## config.mk

```make
export PLATFORM = sky130hd
export DESIGN_NAME = reg_file_wb
export DESIGN_NICKNAME = d
export VERILOG_FILES = /design/src/rtl/regfile_pkg.sv /design/src/rtl/onehot_check.sv /design/src/rtl/reg_file_wb.sv
export SDC_FILE = /design/constraint.sdc
export NUM_CORES = 2
export LEC_CHECK = 0
export ABC_CLOCK_PERIOD_IN_PS = 37700
export BUFFER_PORTS_ARGS = -buffer_cell sky130_fd_sc_hd__buf_4
export CORE_ASPECT_RATIO = 1.1
export CORE_UTILIZATION = 50
export CTS_BUF_LIST = sky130_fd_sc_hd__clkbuf_4 sky130_fd_sc_hd__clkbuf_8 sky130_fd_sc_hd__clkbuf_16
export CTS_CLUSTER_SIZE = 40
export DETAILED_ROUTE_END_ITERATION = 10
export HOLD_SLACK_MARGIN = 0.05
export PLACE_DENSITY = 0.67
export RECOVER_POWER = 50
export SLEW_MARGIN = 20
export SYNTH_ARGS = -nofsm -noshare
export SYNTH_HDL_FRONTEND = slang
export SYNTH_SLANG_ARGS = --single-unit
```

## constraint.sdc

```tcl
create_clock -name clk -period 37.7 [get_ports clk]
set_input_delay 3.77 -clock clk [delete_from_list [all_inputs] [get_ports clk]]
set_output_delay 3.77 -clock clk [all_outputs]
set_load 0.05 [all_outputs]
```

## src/rtl/regfile_pkg.sv

```systemverilog
// Shared sizes and types for the writeback-side register file.
package regfile_pkg;

  localparam int unsigned NUM_REGS = 32;
  localparam int unsigned ADDR_W   = 5;
  localparam int unsigned DATA_W   = 32;

  typedef logic [NUM_REGS-1:0] reg_sel_t;
  typedef logic [ADDR_W-1:0]   reg_addr_t;
  typedef logic [DATA_W-1:0]   reg_data_t;

endpackage

```

## src/rtl/onehot_check.sv

```systemverilog
// Classifies a select vector as one-hot and/or all-zero.
module onehot_check
  import regfile_pkg::*;
#(
  parameter int unsigned Width = NUM_REGS
) (
  input  logic [Width-1:0] vec,
  output logic             is_onehot,
  output logic             is_zero
);

  // A nonzero vector is one-hot when clearing its lowest set bit leaves nothing.
  always_comb begin
    is_zero   = (vec == '0);
    is_onehot = !is_zero && ((vec & (vec - Width'(1))) == '0);
  end

endmodule

```

## src/rtl/reg_file_wb.sv

```systemverilog
// Writeback register file with two async read ports and a pending-write scoreboard.
// Optional write-through bypass: define REGFILE_BYPASS_EN.
module reg_file_wb
  import regfile_pkg::*;
(
  input  logic      clk,
  input  logic      rst,
  input  logic      wr_en,
  input  reg_sel_t  wr_sel,
  input  reg_data_t wr_data,
  input  reg_addr_t rd_addr_a,
  input  reg_addr_t rd_addr_b,
  output reg_data_t rd_data_a,
  output reg_data_t rd_data_b,
  input  logic      iss_en,
  input  reg_sel_t  iss_sel,
  output logic      stall,
  output reg_sel_t  busy_vec,
  output logic      sel_err
);

  reg_data_t regs_q [NUM_REGS];
  reg_data_t regs_d [NUM_REGS];
  reg_sel_t  busy_q, busy_d, busy_eff;
  logic      err_q, err_d;

  logic wr_onehot, wr_zero, iss_onehot, iss_zero;
  logic wr_legal, wr_illegal, iss_legal, iss_illegal;

  onehot_check #(.Width(NUM_REGS)) u_wr_chk (
    .vec       (wr_sel),
    .is_onehot (wr_onehot),
    .is_zero   (wr_zero)
  );

  onehot_check #(.Width(NUM_REGS)) u_iss_chk (
    .vec       (iss_sel),
    .is_onehot (iss_onehot),
    .is_zero   (iss_zero)
  );

  always_comb begin
    wr_legal    = wr_en & wr_onehot;
    wr_illegal  = wr_en & (wr_zero | ~wr_onehot);
    iss_legal   = iss_en & iss_onehot;
    iss_illegal = iss_en & (iss_zero | ~iss_onehot);
  end

  always_comb begin
    regs_d = regs_q;
    if (wr_legal) begin
      for (int i = 0; i < NUM_REGS; i++) begin
        if (wr_sel[i]) regs_d[i] = wr_data;
      end
    end
  end

  // Issue is applied after writeback so a same-register issue keeps the bit busy.
  always_comb begin
    busy_d = busy_q;
    if (wr_legal)  busy_d = busy_d & ~wr_sel;
    if (iss_legal) busy_d = busy_d | iss_sel;
    err_d = err_q | wr_illegal | iss_illegal;
  end

  always_ff @(posedge clk or posedge rst) begin
    if (rst) begin
      for (int i = 0; i < NUM_REGS; i++) regs_q[i] <= '0;
      busy_q <= '0;
      err_q  <= 1'b0;
    end else begin
      regs_q <= regs_d;
      busy_q <= busy_d;
      err_q  <= err_d;
    end
  end

  always_comb begin
    rd_data_a = regs_q[rd_addr_a];
    rd_data_b = regs_q[rd_addr_b];
    busy_eff  = busy_q;
`ifdef REGFILE_BYPASS_EN
    if (wr_legal) begin
      if (wr_sel[rd_addr_a]) rd_data_a = wr_data;
      if (wr_sel[rd_addr_b]) rd_data_b = wr_data;
      busy_eff = busy_q & ~wr_sel;
    end
`endif
    stall = busy_eff[rd_addr_a] | busy_eff[rd_addr_b];
  end

  assign busy_vec = busy_q;
  assign sel_err  = err_q;

endmodule

```

==> reports/results.ini <==
[synthesis]
ys_async_sr_fraction = 1.00
synth_area_leaders = dfrtp_1 (46%), mux4_2 (26%), mux2_2 (13%), mux2_1 (8.2%), buf_6 (1.8%)
synth-xor-area-share = 0
syn_area_um2 = 57400
synth.net_count = 3542
yosys-top-cells-count = dfrtp_1 (1057), mux2_2 (670), mux4_2 (660)
synth_fa_ha_area_frac = 0.000174
synth-seq-cells = 1057
ys_seq_area_frac = 0.461
yosysMostFrequentCell = dfrtp_1
synth_cells = 3432
synth_top_family_by_area = multiplexers
yosysUniqueCellTypes = 55
synth_compound_area_frac = 0.0114
synth.avg_cell_area_um2 = 16.7
synth_warnings = 0
synth-main-ff-cell = dfrtp_1
yosysTopAreaCell = dfrtp_1
muxShareOfSynthArea = 0.473
synth.top_cell.area_share = 0.461
synthSimpleGateAreaFrac = 0.0121
synth_edf_count = 0

[die]
core_um2 = 113000
io_pins = 208
rows = 129
die_area_um2 = 116000
start_util = 0.507
die_h_um = 357
die_w_um = 325

[route]
vias = 34494
top_layer_used = met5
drcViolationCount = 0
first_pass_iters = 5
routed_wl_um = 168000
wl_met1_um = 67200
met3_length_um = 11000
wl_met2_um = 83700
drtIter0Drc = 3061
viasPerCell = 6.87
ant_nets = 0
wire_per_inst_um = 33.6

[sta]
fin_crit_ns = 19.97
slew_violations = 1352
final_hold_viol_count = 0
skew_ns = 0
setup_ws_ns = 17.73
fin_tns_setup_ns = 0
relSlewSlack = -4.68
grt_setup_unrepaired = false
worst_pin_slew_ns = 8.52
period_share = 0.530
clock.fmax_mhz = 50.1
finalSetupViolCount = 0

[power]
ir_worst_vdd_mv = 0.0356
p_per_area_nw_per_um2 = 38.4
p_leak_nw = 29.1

[worst_setup_path]
cp.required_ns = 37.71
crit_type = primary input to asynchronous set/reset pin
critical_path.top_delay_family = buffers and inverters
setup.worst_path.end_class = asynchronous set/reset pin
crit_top_cell = clkbuf_1
critPathLaunchType = primary input
cp_max_fo = 163
arrival_ns = 19.97
crit_path_top_delay_cell = clkbuf_1
crit_buf_inv = 5
cpPeakStageDelay_ns = 6.23
path_cells = clkbuf_4, clkinvlp_2, clkbuf_1, clkbuf_1, clkbuf_1

[clocking]
insertion_delay_ns = 0.68
cts_made_buffers = 108
htreeDepth = 3
clockBufferDepth = 3
cts_setup_buffers = 0
cts_tree = yes
ctsRootBufferMaster = clkbuf_16
cts_resized = 0
postCtsHoldBufs = 0
cts.sinks = 1057
clkTransAtPathRegs_ns = 0.06

[global_routing]
grt_max_degree = 164
grt.overflow.total = 0
antenna_found_initial = 3
first_global_vias = 37177
track_usage = 0.296
grt_pass1_wl_um = 253000

[placed_design]
gp_congestion = 0.893
place_worst_setup_slack_ns = 25.19
hpwlAfterDp_um = 87600
io_buffer_count = 207

[finish]
nFillCells = 8684
seq_area_um2 = 26500
drive_gt1_frac = 0.508
multi_input_area_um2 = 28500
layout.nets = 3531
syn2layout_area_growth_pct = 9.24

[status]
violations = max-capacitance violations, max-slew violations
status = finished, violations left

[hold_path]
hp-class = register to register

[job]
cap_viol_max_count = 20

-- registers in the layout, summed over array words and instances, names as in the netlist --
name      cells
sel_err       1
regs_q     1024
busy_vec     32
-- cell usage in the layout, fill, tap and decap left out, drive strengths merged, types with 2 or more instances in the layout --
cell type / synthesis / routed
mux2: 1088 / 1088
dfrtp: 1057 / 1057
mux4: 660 / 660
buf: 230 / 215
clkbuf: 160 / 213
inv: 34 / 36
and3: 32 / 32
o2bb2ai: 31 / 31
clkinv: 0 / 24
nor2: 22 / 22
nor3: 12 / 12
nand2: 12 / 12
o21ai: 12 / 12
bufinv: 0 / 10
nor4: 9 / 9
nand4: 8 / 8
or3: 6 / 6
or4: 6 / 6
a21oi: 6 / 6
o31ai: 5 / 5
clkinvlp: 0 / 4
diode: 0 / 3
a2111oi: 3 / 3
o211ai: 3 / 3
a22oi: 3 / 3
or2: 3 / 3
a2bb2oi: 2 / 2
a222oi: 2 / 2
o41ai: 2 / 2
mux2i: 2 / 2
-- path summary, 6_finish.rpt --
check,depth (start not counted),slack (ns),endpoint,start
hold reg to reg,1,0.47,sel_err,sel_err
min in group asynchronous,2,5.11,regs_q[899],rst
setup reg to reg,2,36.77,busy_vec[23],busy_vec[23]
hold / removal,1,0.47,sel_err,sel_err
setup / recovery,5,17.73,regs_q[187],rst
max in group clk,8,25.09,rd_data_b[21],rd_addr_b[1]
-- kinds of logic after synthesis --
| kind of cell | Yosys count |
|---|---|
| multiplexers | 1750 |
| flip-flops | 1057 |
| buffers and inverters | 424 |
| AND/OR/NAND/NOR | 117 |
| AO/OA/AOI/OAI | 83 |
| adder cells (fa/ha/maj) | 1 |
-- worst reg2reg max path, stage by stage, from the launching register on --
cell and delay [ns]:
dfrtp_1 0.47, inv_1 0.10, o2bb2ai_1 0.07
-- report_power, final --
part | internal [mW] | switching (mW) | total, mW
clock network | 0.672 | 0.460 | 1.13
logic | 0.0432 | 0.0946 | 0.138
registers | 1.14 | 0.00136 | 1.14
total | 1.85 | 0.556 | 2.41
-- stage by stage --
stage | util | hold slack, ns | power, mW | instances | area (µm²)
floorplan | - | 0.470 | 1.25 | 3432 | 57400
global placement | 0.522 | 0.473 | 1.29 | 4815 | 59100
detailed placement | 0.522 | 0.457 | 1.30 | 4815 | 59100
CTS | 0.556 | 0.480 | 2.43 | 5014 | 62900
global route | 0.554 | 0.493 | 2.48 | 5016 | 62700
finish | 0.554 | 0.471 | 2.41 | 5019 | 62700
-- area by class of cell --
cell class | instances | share of cell area
Multi-Input combinational cell | 1951 | 0.455
Inverter | 34 | 0.00206
Antenna cell | 3 | 0.000120
Timing Repair Buffer | 269 | 0.0303
Sequential cell | 1057 | 0.422
Clock inverter | 40 | 0.00791
Clock buffer | 159 | 0.0525
Tap cell | 1506 | 0.0301
-- metal layers --
layer	track usage	up-vias
li1	-	13480
met1	0.399	19131
met2	0.492	1529
met3	0.0446	350
met4	0.109	4
met5	0	-
Power figures use the tool's default switching activity.
